==> config.mk <==
export PLATFORM = sky130hd
export DESIGN_NAME = elevator_scan_ctrl
export DESIGN_NICKNAME = d
export VERILOG_FILES = /design/src/rtl/elevator_pkg.sv /design/src/rtl/elevator_req_bank.sv /design/src/rtl/elevator_scan_ctrl.sv
export SDC_FILE = /design/constraint.sdc
export NUM_CORES = 1
export LEC_CHECK = 0
export CAP_MARGIN = 10
export CORE_MARGIN = 2
export CORE_UTILIZATION = 54
export DETAILED_ROUTE_END_ITERATION = 10
export DONT_BUFFER_PORTS = 1
export PLACE_DENSITY = 0.69
export SETUP_SLACK_MARGIN = 0.2
export SLEW_MARGIN = 0
export SYNTH_ARGS = -nofsm -noshare
export SYNTH_HDL_FRONTEND = slang
export SYNTH_SLANG_ARGS = --single-unit
==> constraint.sdc <==
create_clock -name clk -period 2.9 [get_ports clk]
set_input_delay 0.58 -clock clk [delete_from_list [all_inputs] [get_ports clk]]
set_output_delay 0.58 -clock clk [all_outputs]
set_load 0.005 [all_outputs]
==> src/rtl/elevator_pkg.sv <==
// Shared definitions for the elevator SCAN controller.
//   state_e         : controller FSM state encoding (idle / moving / door open)
//   DirUp / DirDown : values carried on the scan direction bit
package elevator_pkg;

  typedef enum logic [1:0] {
    StIdle = 2'd0,
    StMove = 2'd1,
    StDoor = 2'd2
  } state_e;

  localparam logic DirUp   = 1'b1;
  localparam logic DirDown = 1'b0;

endpackage

==> src/rtl/elevator_req_bank.sv <==
// Pending-request bank for the elevator SCAN controller.
// Latches per-floor calls into a pending vector and reports, relative to the
// current floor, whether any request lies above, below, or at that floor.
//   clk_i        : clock
//   rst_i        : asynchronous active-high reset
//   call_i       : per-floor call buttons, sampled every cycle
//   serve_here_i : calls at floor_i are being served directly and must not latch
//   floor_i      : current floor index
//   clr_en_i     : clear the request at clr_floor_i (wins over a same-cycle set)
//   clr_floor_i  : floor whose request is cleared
//   pending_o    : registered pending vector
//   any_above_o  : some request pending strictly above floor_i
//   any_below_o  : some request pending strictly below floor_i
//   here_o       : request pending at floor_i
module elevator_req_bank
  import elevator_pkg::*;
#(
  parameter int unsigned NumFloors = 4,
  parameter int unsigned FloorW    = $clog2(NumFloors)
) (
  input  logic                 clk_i,
  input  logic                 rst_i,
  input  logic [NumFloors-1:0] call_i,
  input  logic                 serve_here_i,
  input  logic [FloorW-1:0]    floor_i,
  input  logic                 clr_en_i,
  input  logic [FloorW-1:0]    clr_floor_i,
  output logic [NumFloors-1:0] pending_o,
  output logic                 any_above_o,
  output logic                 any_below_o,
  output logic                 here_o
);

  logic [NumFloors-1:0] pending_q, pending_d;
  logic [NumFloors-1:0] set_mask, clr_mask;
  logic [31:0]          cur_floor, clr_floor;

  assign cur_floor = 32'(floor_i);
  assign clr_floor = 32'(clr_floor_i);

  always_comb begin
    set_mask    = call_i;
    clr_mask    = '0;
    any_above_o = 1'b0;
    any_below_o = 1'b0;
    for (int unsigned i = 0; i < NumFloors; i++) begin
      if (serve_here_i && (i == cur_floor)) set_mask[i] = 1'b0;
      if (clr_en_i && (i == clr_floor)) clr_mask[i] = 1'b1;
      if (pending_q[i] && (i > cur_floor)) any_above_o = 1'b1;
      if (pending_q[i] && (i < cur_floor)) any_below_o = 1'b1;
    end
    pending_d = (pending_q | set_mask) & ~clr_mask;
  end

  assign here_o    = pending_q[floor_i];
  assign pending_o = pending_q;

  always_ff @(posedge clk_i or posedge rst_i) begin
    if (rst_i) begin
      pending_q <= '0;
    end else begin
      pending_q <= pending_d;
    end
  end

endmodule

==> src/rtl/elevator_scan_ctrl.sv <==
// Single-car elevator controller using SCAN (sweep) ordering.
// The car keeps moving in its current direction while requests remain ahead,
// reverses only when none are left ahead, and idles when nothing is pending.
//   clk          : clock, all state on the rising edge
//   rst          : asynchronous active-high reset
//   call         : per-floor call buttons (bit i = floor i)
//   req_led      : pending-request indicators
//   floor_onehot : current floor, one-hot
//   floor_idx    : current floor, binary
//   door_open    : high while the door is open
//   moving       : high while travelling between floors
//   dir_up       : current scan direction (1 = up)
module elevator_scan_ctrl
  import elevator_pkg::*;
#(
  parameter int unsigned NUM_FLOORS    = 4,
  parameter int unsigned TRAVEL_CYCLES = 8,
  parameter int unsigned DOOR_CYCLES   = 16
) (
  input  logic                          clk,
  input  logic                          rst,
  input  logic [NUM_FLOORS-1:0]         call,
  output logic [NUM_FLOORS-1:0]         req_led,
  output logic [NUM_FLOORS-1:0]         floor_onehot,
  output logic [$clog2(NUM_FLOORS)-1:0] floor_idx,
  output logic                          door_open,
  output logic                          moving,
  output logic                          dir_up
);

  localparam int unsigned FloorW  = $clog2(NUM_FLOORS);
  localparam int unsigned TravelW = $clog2(TRAVEL_CYCLES) + 1;
  localparam int unsigned DoorW   = $clog2(DOOR_CYCLES) + 1;

  localparam logic [FloorW-1:0]  TopFloor   = FloorW'(NUM_FLOORS - 1);
  localparam logic [TravelW-1:0] TravelLast = TravelW'(TRAVEL_CYCLES - 1);
  localparam logic [DoorW-1:0]   DoorLast   = DoorW'(DOOR_CYCLES - 1);

  state_e               state_q, state_d;
  logic [FloorW-1:0]    floor_q, floor_d;
  logic                 dir_q, dir_d;
  logic [TravelW-1:0]   travel_q, travel_d;
  logic [DoorW-1:0]     door_q, door_d;

  logic [NUM_FLOORS-1:0] pending;
  logic                  any_above, any_below, here;
  logic                  serve_here;
  logic                  clr_en;
  logic [FloorW-1:0]     clr_floor;
  logic [FloorW-1:0]     next_floor;
  logic                  call_here, arrive_hit, ahead, behind;

  // Calls at the current floor are served (door opens / reopens) while the
  // car stands there, so they never become pending.
  assign serve_here = (state_q != StMove);

  elevator_req_bank #(
    .NumFloors (NUM_FLOORS),
    .FloorW    (FloorW)
  ) u_req_bank (
    .clk_i        (clk),
    .rst_i        (rst),
    .call_i       (call),
    .serve_here_i (serve_here),
    .floor_i      (floor_q),
    .clr_en_i     (clr_en),
    .clr_floor_i  (clr_floor),
    .pending_o    (pending),
    .any_above_o  (any_above),
    .any_below_o  (any_below),
    .here_o       (here)
  );

  // Saturating step keeps the car inside the shaft even if direction is stale.
  always_comb begin
    next_floor = floor_q;
    if (dir_q == DirUp) begin
      if (floor_q != TopFloor) next_floor = floor_q + FloorW'(1);
    end else begin
      if (floor_q != '0) next_floor = floor_q - FloorW'(1);
    end
  end

  assign call_here  = call[floor_q];
  assign arrive_hit = pending[next_floor] | call[next_floor];
  assign ahead      = (dir_q == DirUp) ? any_above : any_below;
  assign behind     = (dir_q == DirUp) ? any_below : any_above;

  always_comb begin
    state_d   = state_q;
    floor_d   = floor_q;
    dir_d     = dir_q;
    travel_d  = '0;
    door_d    = '0;
    clr_en    = 1'b0;
    clr_floor = floor_q;
    unique case (state_q)
      StIdle: begin
        if (call_here || here) begin
          state_d = StDoor;
          clr_en  = 1'b1;
        end else if (any_above || any_below) begin
          state_d = StMove;
          if (!ahead) dir_d = ~dir_q;
        end
      end
      StMove: begin
        if (travel_q == TravelLast) begin
          floor_d = next_floor;
          if (next_floor == '0) begin
            dir_d = DirUp;
          end else if (next_floor == TopFloor) begin
            dir_d = DirDown;
          end
          if (arrive_hit) begin
            state_d   = StDoor;
            clr_en    = 1'b1;
            clr_floor = next_floor;
          end
        end else begin
          travel_d = travel_q + TravelW'(1);
        end
      end
      StDoor: begin
        if (call_here) begin
          door_d = '0;
        end else if (door_q == DoorLast) begin
          if (ahead) begin
            state_d = StMove;
          end else if (behind) begin
            dir_d   = ~dir_q;
            state_d = StMove;
          end else begin
            state_d = StIdle;
          end
        end else begin
          door_d = door_q + DoorW'(1);
        end
      end
      default: state_d = StIdle;
    endcase
  end

  always_ff @(posedge clk or posedge rst) begin
    if (rst) begin
      state_q  <= StIdle;
      floor_q  <= '0;
      dir_q    <= DirUp;
      travel_q <= '0;
      door_q   <= '0;
    end else begin
      state_q  <= state_d;
      floor_q  <= floor_d;
      dir_q    <= dir_d;
      travel_q <= travel_d;
      door_q   <= door_d;
    end
  end

  assign req_led      = pending;
  assign floor_idx    = floor_q;
  assign floor_onehot = NUM_FLOORS'(1) << floor_q;
  assign door_open    = (state_q == StDoor);
  assign moving       = (state_q == StMove);
  assign dir_up       = dir_q;

endmodule

==> out/results.ini, run 1 <==
[run_status]
status=finished, final reports clean

[worst_setup_path]
startpoint_type=flop
arrival_ps=2400
cp-startpoint=dir_up
worst-setup-path-type=reg -> reg
r2r_start=dir_up
max_stage_delay_ps=750
cpMaxStageDelayCell=dfstp_2
critPathCaptureType=flop
cp_num_buf_inv=0
r2r_slack_ps=730
critPathMaxFanout=19
reg2reg_depth=5
crit_path_frequent_cell=a21oi_1
required_ps=3140
cp_cell_sequence=nand2b_1 -> a2111oi_0 -> o41a_1 -> a21oi_1 -> a21oi_1
cpLargestDelayFamily=compound AO/OA/AOI/OAI gates
cp_num_cells=5

[global_routing]
grt_usage_pct=23.8
antenna_found_initial=0
grt_pass1_vias=974
grt_pass1_wl_um=4530
overflow=0
grt_max_degree=20

[floorplan]
start_util_pct=57.4
core_mm2=0.00198
io_pins=19
die_h_um=49.9
rows=16
die_area_mm2=0.00249
die_w_um=49.9

[logic_synthesis]
synth-async-reset-ratio_pct=100
synth_compound_area_share_pct=25.4
synth_fa_ha_area_share_pct=2.20
synthFlopType=dfrtp_1
synth.largest_area_cell=dfrtp_1
syn_inst=130
yosysWarningCount=0
syn_nets=138
synth.area.mux_share_pct=4.84
yosys.area.top_type_share_pct=37.4
ys_seq_area_share_pct=39.7
syn_area_per_cell_um2=8.76
synth-xor-area-share_pct=2.31
synth_area_leaders=dfrtp_1 37%, o21ai_0 5.3%, nor2_1 5.3%, mux4_2 4.0%, a21oi_1 3.5%
synth_top_family_by_area=compound AO/OA/AOI/OAI gates
synthSimpleGateAreaFrac_pct=21.1
ys_seq_elements=18
yosysUniqueCellTypes=42
synth_edf_count=0
synth_area_mm2=0.00114

[sta]
finalSetupTns_ps=0
worst_hold_slack_ps=244
skew_ps=12.9
setup_violations=0
fmax_mhz=462
rsz0062_at_grt=no
worstMarginPinSlew_ps=677
hold_violations=0
relSlewSlack_pct=54.8
slew_violations=0
fin_crit_sh_pct=74.7
post-route-min-period_ps=2170

[clock_network]
postCtsResizedCells=0
cts_setup_buffers=0
cts_buffer_depth=2
numCtsBuffers=3
cts_root_buf=clkbuf_4
clkSlewWorstSetupHoldPaths_ps=120
clock_latency_ps=310
ctsHoldBuffers=0
cts_tree=yes
clock_sinks=18
htreeDepth=1

[placement]
portBuffers=0
place_area_mm2=0.00115
post-dp-hpwl_um=1890
place.gp.congestion=0.900

[final_layout]
drive_gt1_share_pct=8.59
final_cell_mix=17 x dfrtp_1, 16 x nor2_1, 12 x o21ai_0, 8 x a21oi_1, 7 x nand2_1
area_delta_synth_final_pct=3.96
final_net_count=137
fill_cells=164
layout_commonest_cell=dfrtp_1
diodes=0
fin_area_mm2=0.00118

[power]
total_leakage_power_nw=0.483
total_power_mw=0.784
power_density_mw_per_mm2=662
peakVddDrop_v=0.000354

[job]
maxCapViolCount=0

[detailed_routing]
wire_per_inst_um=16.6
ant_nets=0
drt_iter0_drc=49
via_per_inst=6.52
drc=0
drt-total-wl_um=2580
dr_total_vias=1010
first_pass_iters=7

[min_path]
holdCritPathClass=in -> async

[path summary, 6_finish.rpt]
path	to
max in group asynchronous	floor_idx[1]
max	u_req_bank.pending_o[3]
max reg2reg	u_req_bank.pending_o[3]
min reg2reg	door_q[0]
min in group clk	u_req_bank.pending_o[1]
min	door_q[1]
[per-layer routing]
metal  track usage [%]  vias up  wire (µm)  part of all wire [%]
li1                  -      474          -                     -
met1              34.3      477       1130                    44
met2              36.4       50       1180                    46
met3              4.24        9        219                   8.5
met4              6.94        0         46                   1.8
met5                 0        -          0                     0
[cell type report]
cell class	count	area (µm²)	share of cell area, %
clock buffer	4	36.3	3.07
inverter	7	26.3	2.22
multi-input combinational	99	636	53.7
sequential	18	452	38.2
tap	27	33.8	2.85
[worst reg2reg max path, cell delays in order (launching register included)]
cell	delay, ps
dfstp_2	750
nand2b_1	140
a2111oi_0	610
o41a_1	330
a21oi_1	80
a21oi_1	190
[state kept, by name, summed over array words and instances, names as in the netlist]
| signal | cells |
|---|---|
| travel_q | 4 |
| dir_up | 1 |
| state_q | 2 |
| u_req_bank.pending_o | 4 |
| floor_idx | 2 |
| door_q | 5 |
[metrics by stage]
| stage | worst slack, ps | cells | util, % |
|---|---|---|---|
| floorplan | 977 | 130 | - |
| global placement | 802 | 151 | 57.9 |
| detailed placement | 783 | 151 | 57.9 |
| CTS | 766 | 155 | 59.7 |
| global route | 521 | 155 | 59.7 |
| finish | 735 | 155 | 59.7 |
[power by group]
| part | switching (mW) | internal, mW |
|---|---|---|
| Clock | 0.0851 | 0.0767 |
| Combinational | 0.131 | 0.103 |
| Sequential | 0.0867 | 0.301 |
[cell usage after synthesis (2+ instances only)]
master and number:
dfrtp_1 17, nor2_1 16, o21ai_0 12, a21oi_1 8, nand2_1 7, inv_1 6, nand3_1 5, clkbuf_1 4
a21boi_0 3, nand2b_1 3, nor2b_1 3, nor3_1 3, o31ai_1 3, a211oi_1 2, a221oi_1 2, and2_1 2
buf_2 2, ha_1 2, mux4_2 2, nor4_1 2, o211ai_1 2, o22ai_1 2, o32a_1 2, xor2_1 2
[kinds of logic (layout without fill, tap and decap cells)]
| group | count (synthesis) | count (layout) |
|---|---|---|
| and+or+nand+nor | 48 | 48 |
| muxes | 3 | 3 |
| adders and majority gates | 2 | 2 |
| DFF | 18 | 18 |
| buffers and inverters | 13 | 11 |
| AOI/OAI and AO/OA | 43 | 43 |
| xor gates and xnor gates | 3 | 3 |
Power figures use the tool's default switching activity.
==> inputs of run 2 (changes only) <==
--- a/config.mk
+++ b/config.mk
@@ -10,7 +10,7 @@
 export CORE_UTILIZATION = 54
 export DETAILED_ROUTE_END_ITERATION = 10
 export DONT_BUFFER_PORTS = 1
-export PLACE_DENSITY = 0.69
+export PLACE_DENSITY = 0.72
 export SETUP_SLACK_MARGIN = 0.2
 export SLEW_MARGIN = 0
 export SYNTH_ARGS = -nofsm -noshare
==> constraint.sdc (replaced) <==
create_clock -name clk -period 1.9 [get_ports clk]
set_input_delay 0.38 -clock clk [delete_from_list [all_inputs] [get_ports clk]]
set_output_delay 0.38 -clock clk [all_outputs]
set_load 0.005 [all_outputs]
==> run 2 against run 1 <==
Against the previous run: maximum frequency increased by 15%; sequential power rose by 36%; combinational power increased to 2.6 times the previous value; power up 72%; clock power is 29% higher; setup slack got worse by 720 ps; via count rose by 14%; clock skew rose by 1.2 ps; non-clock buffer count increased by 18; first-iteration DRC count rose by 41%; largest cell class unchanged; highest routed layer unchanged.
==> out/results.ini, run 2 (synthesis results as in run 1) <==
[final_layout]
drive_gt1_share_pct=28.8  ; was 8.59%
seqCellArea_um2=454  ; was 452 µm²
area_delta_synth_final_pct=23.3  ; was 3.96%
layout_commonest_cell=buf_4  ; was dfrtp_1
largest_reg_flops=5  ; unchanged
multiInputGateArea_um2=713  ; was 636 µm²
diodes=0  ; unchanged
final_net_count=155  ; was 137
final_cells=173  ; was 155
regMostFlops=door_q  ; unchanged
fill_cells=137  ; was 164
fin_area_mm2=0.00140  ; was 0.00118 mm²
final_core_util_pct=70.8  ; was 59.7%
final_cell_mix=17 x buf_4, 15 x nor2_1, 15 x dfrtp_1, 11 x o21ai_0  ; was 17 x dfrtp_1, 16 x nor2_1, 12 x o21ai_0, 8 x a21oi_1, 7 x nand2_1

[min_path]
holdCritPathClass=in -> async  ; unchanged

[power]
comb_power_share_pct=45.4  ; was 29.9%
p_sw_mw=0.533  ; was 0.303 mW
seqPwrFrac_pct=39.1  ; was 49.5%
power_density_mw_per_mm2=962  ; was 662 mW/mm²
peakVddDrop_v=0.000767  ; was 0.000354 V
p_clk_share_pct=15.5  ; was 20.6%
p_int_mw=0.817  ; was 0.482 mW
total_leakage_power_nw=0.584  ; was 0.483 nW
switching_share_pct=39.5  ; was 38.6%

[placement]
portBuffers=0  ; unchanged
post-place-ws_ps=1.15  ; was 783 ps
post-dp-hpwl_um=2220  ; was 1890 µm
dpl.cell_count=166  ; was 151
place_area_mm2=0.00128  ; was 0.00115 mm²
place.gp.congestion=0.882  ; was 0.900

[sta]
setup_violations=0  ; unchanged
fin_ws_ps=11.8  ; was 735 ps
worst_hold_slack_ps=51.8  ; was 244 ps
worstMarginPinSlew_ps=688  ; was 677 ps
skew_ps=14.1  ; was 12.9 ps
slew_violations=0  ; unchanged
relSlewSlack_pct=54.1  ; was 54.8%
fmax_mhz=530  ; was 462 MHz
post-route-min-period_ps=1890  ; was 2170 ps
rsz0062_at_grt=yes  ; was no
hold_violations=0  ; unchanged
fin_crit_sh_pct=99.4  ; was 74.7%

[clock_network]
htreeDepth=1  ; unchanged
clock_sinks=18  ; unchanged
clkSlewWorstSetupHoldPaths_ps=120  ; about the same
clock_latency_ps=310  ; about the same
cts_buffer_depth=2  ; unchanged
cts_tree=yes  ; unchanged
cts_root_buf=clkbuf_4  ; unchanged
ctsHoldBuffers=0  ; unchanged
numCtsBuffers=3  ; unchanged

[worst_setup_path]
cpLargestDelayFamily=compound AO/OA/AOI/OAI gates  ; unchanged
critPathCaptureType=flop  ; unchanged
critPathMaxFanout=7  ; was 19
worst-setup-path-type=reg -> reg  ; unchanged
required_ps=2100  ; was 3140 ps
cpMaxStageDelayCell=dfstp_2  ; unchanged
startpoint_type=flop  ; unchanged
cp_cell_sequence=o211ai_1 -> o2111a_2 -> o41a_1 -> o32a_1  ; was nand2b_1 -> a2111oi_0 -> o41a_1 -> a21oi_1 -> a21oi_1
cp_num_buf_inv=0  ; unchanged
max_stage_delay_ps=630  ; was 750 ps
arrival_ps=2090  ; was 2400 ps

[detailed_routing]
dr_total_vias=1147  ; was 1,010
first_pass_iters=4  ; was 7
via_per_inst=6.63  ; was 6.52
wire_per_inst_um=17.9  ; was 16.6 µm
drc=0  ; unchanged
ant_nets=0  ; unchanged
drt-total-wl_um=3100  ; was 2580 µm
drt_iter0_drc=69  ; was 49

[floorplan]
core_mm2=0.00198  ; unchanged
io_pins=19  ; unchanged
die_area_mm2=0.00249  ; unchanged
start_util_pct=57.4  ; unchanged
die_w_um=49.9  ; unchanged
die_h_um=49.9  ; unchanged
rows=16  ; unchanged

[global_routing]
grt_max_degree=19  ; was 20
grt_usage_pct=27.1  ; was 23.8%
grtUsageMet1_pct=35.5  ; was 34.3%
overflow=0  ; unchanged
antenna_found_initial=0  ; unchanged
grt_pass1_vias=1112  ; was 974
grt_busiest_layer=met2  ; unchanged
use_met2_pct=45.3  ; was 36.4%
grt_pass1_wl_um=5030  ; was 4530 µm
met3_usage_pct=3.94  ; was 4.24%

[job]
maxCapViolCount=0  ; unchanged

[run_status]
status=finished, final reports clean  ; unchanged

## run 2: final cells by class
class                      instances  share of cell area (%)
sequential                        18                    32.4
clock buffer                       4                    1.87
multi-input combinational         99                    50.8
inverter                           7                    2.05
timing repair buffer              18                    10.5
tap                               27                    2.41
## run 2: path summary, 6_finish.rpt
path	startpoint	endpoint	slack, ps	cells past startpoint
setup / recovery	dir_up	u_req_bank.pending_o[2]	10	4
setup reg to reg	dir_up	u_req_bank.pending_o[2]	10	4
hold reg to reg	door_q[0]	door_q[0]	460	1
min in group clk	call[3]	u_req_bank.pending_o[3]	260	2
hold / removal	rst	travel_q[1]	50	1
max in group asynchronous	rst	floor_idx[0]	1380	1
## run 2: routing by layer
metal,up-vias,share of wire [%]
met5,-,0
met4,0,2.0
met3,10,4.5
met2,38,50
met1,589,44
li1,510,-
## run 2: power by group through the flow
stage | Sequential, mW | Combinational [mW] | Clock (mW)
finish | 0.529 | 0.613 | 0.209
global route | 0.536 | 0.674 | 0.227
CTS | 0.524 | 0.573 | 0.205
detailed placement | 0.534 | 0.547 | 0
global placement | 0.530 | 0.531 | 0
floorplan | 0.535 | 0.388 | 0
## run 2: worst register-to-register path: cells and delay by family, from the launching register on
family	cells	cell delay (ps)
compound gates	4	1150
flops	1	630
## run 2: timing repair
item                                    CTS  global route
buffers inserted                          2             1
endpoints found under the setup margin    7            10
resized for setup                         7             7
pin swaps                                 3             1
## run 2: stage by stage
stage	setup TNS (ps)	total power [mW]
after floorplan	0	0.923
after global placement	0	1.06
after detailed placement	0	1.08
after CTS	0	1.30
after global routing	-42.6	1.44
final	0	1.35
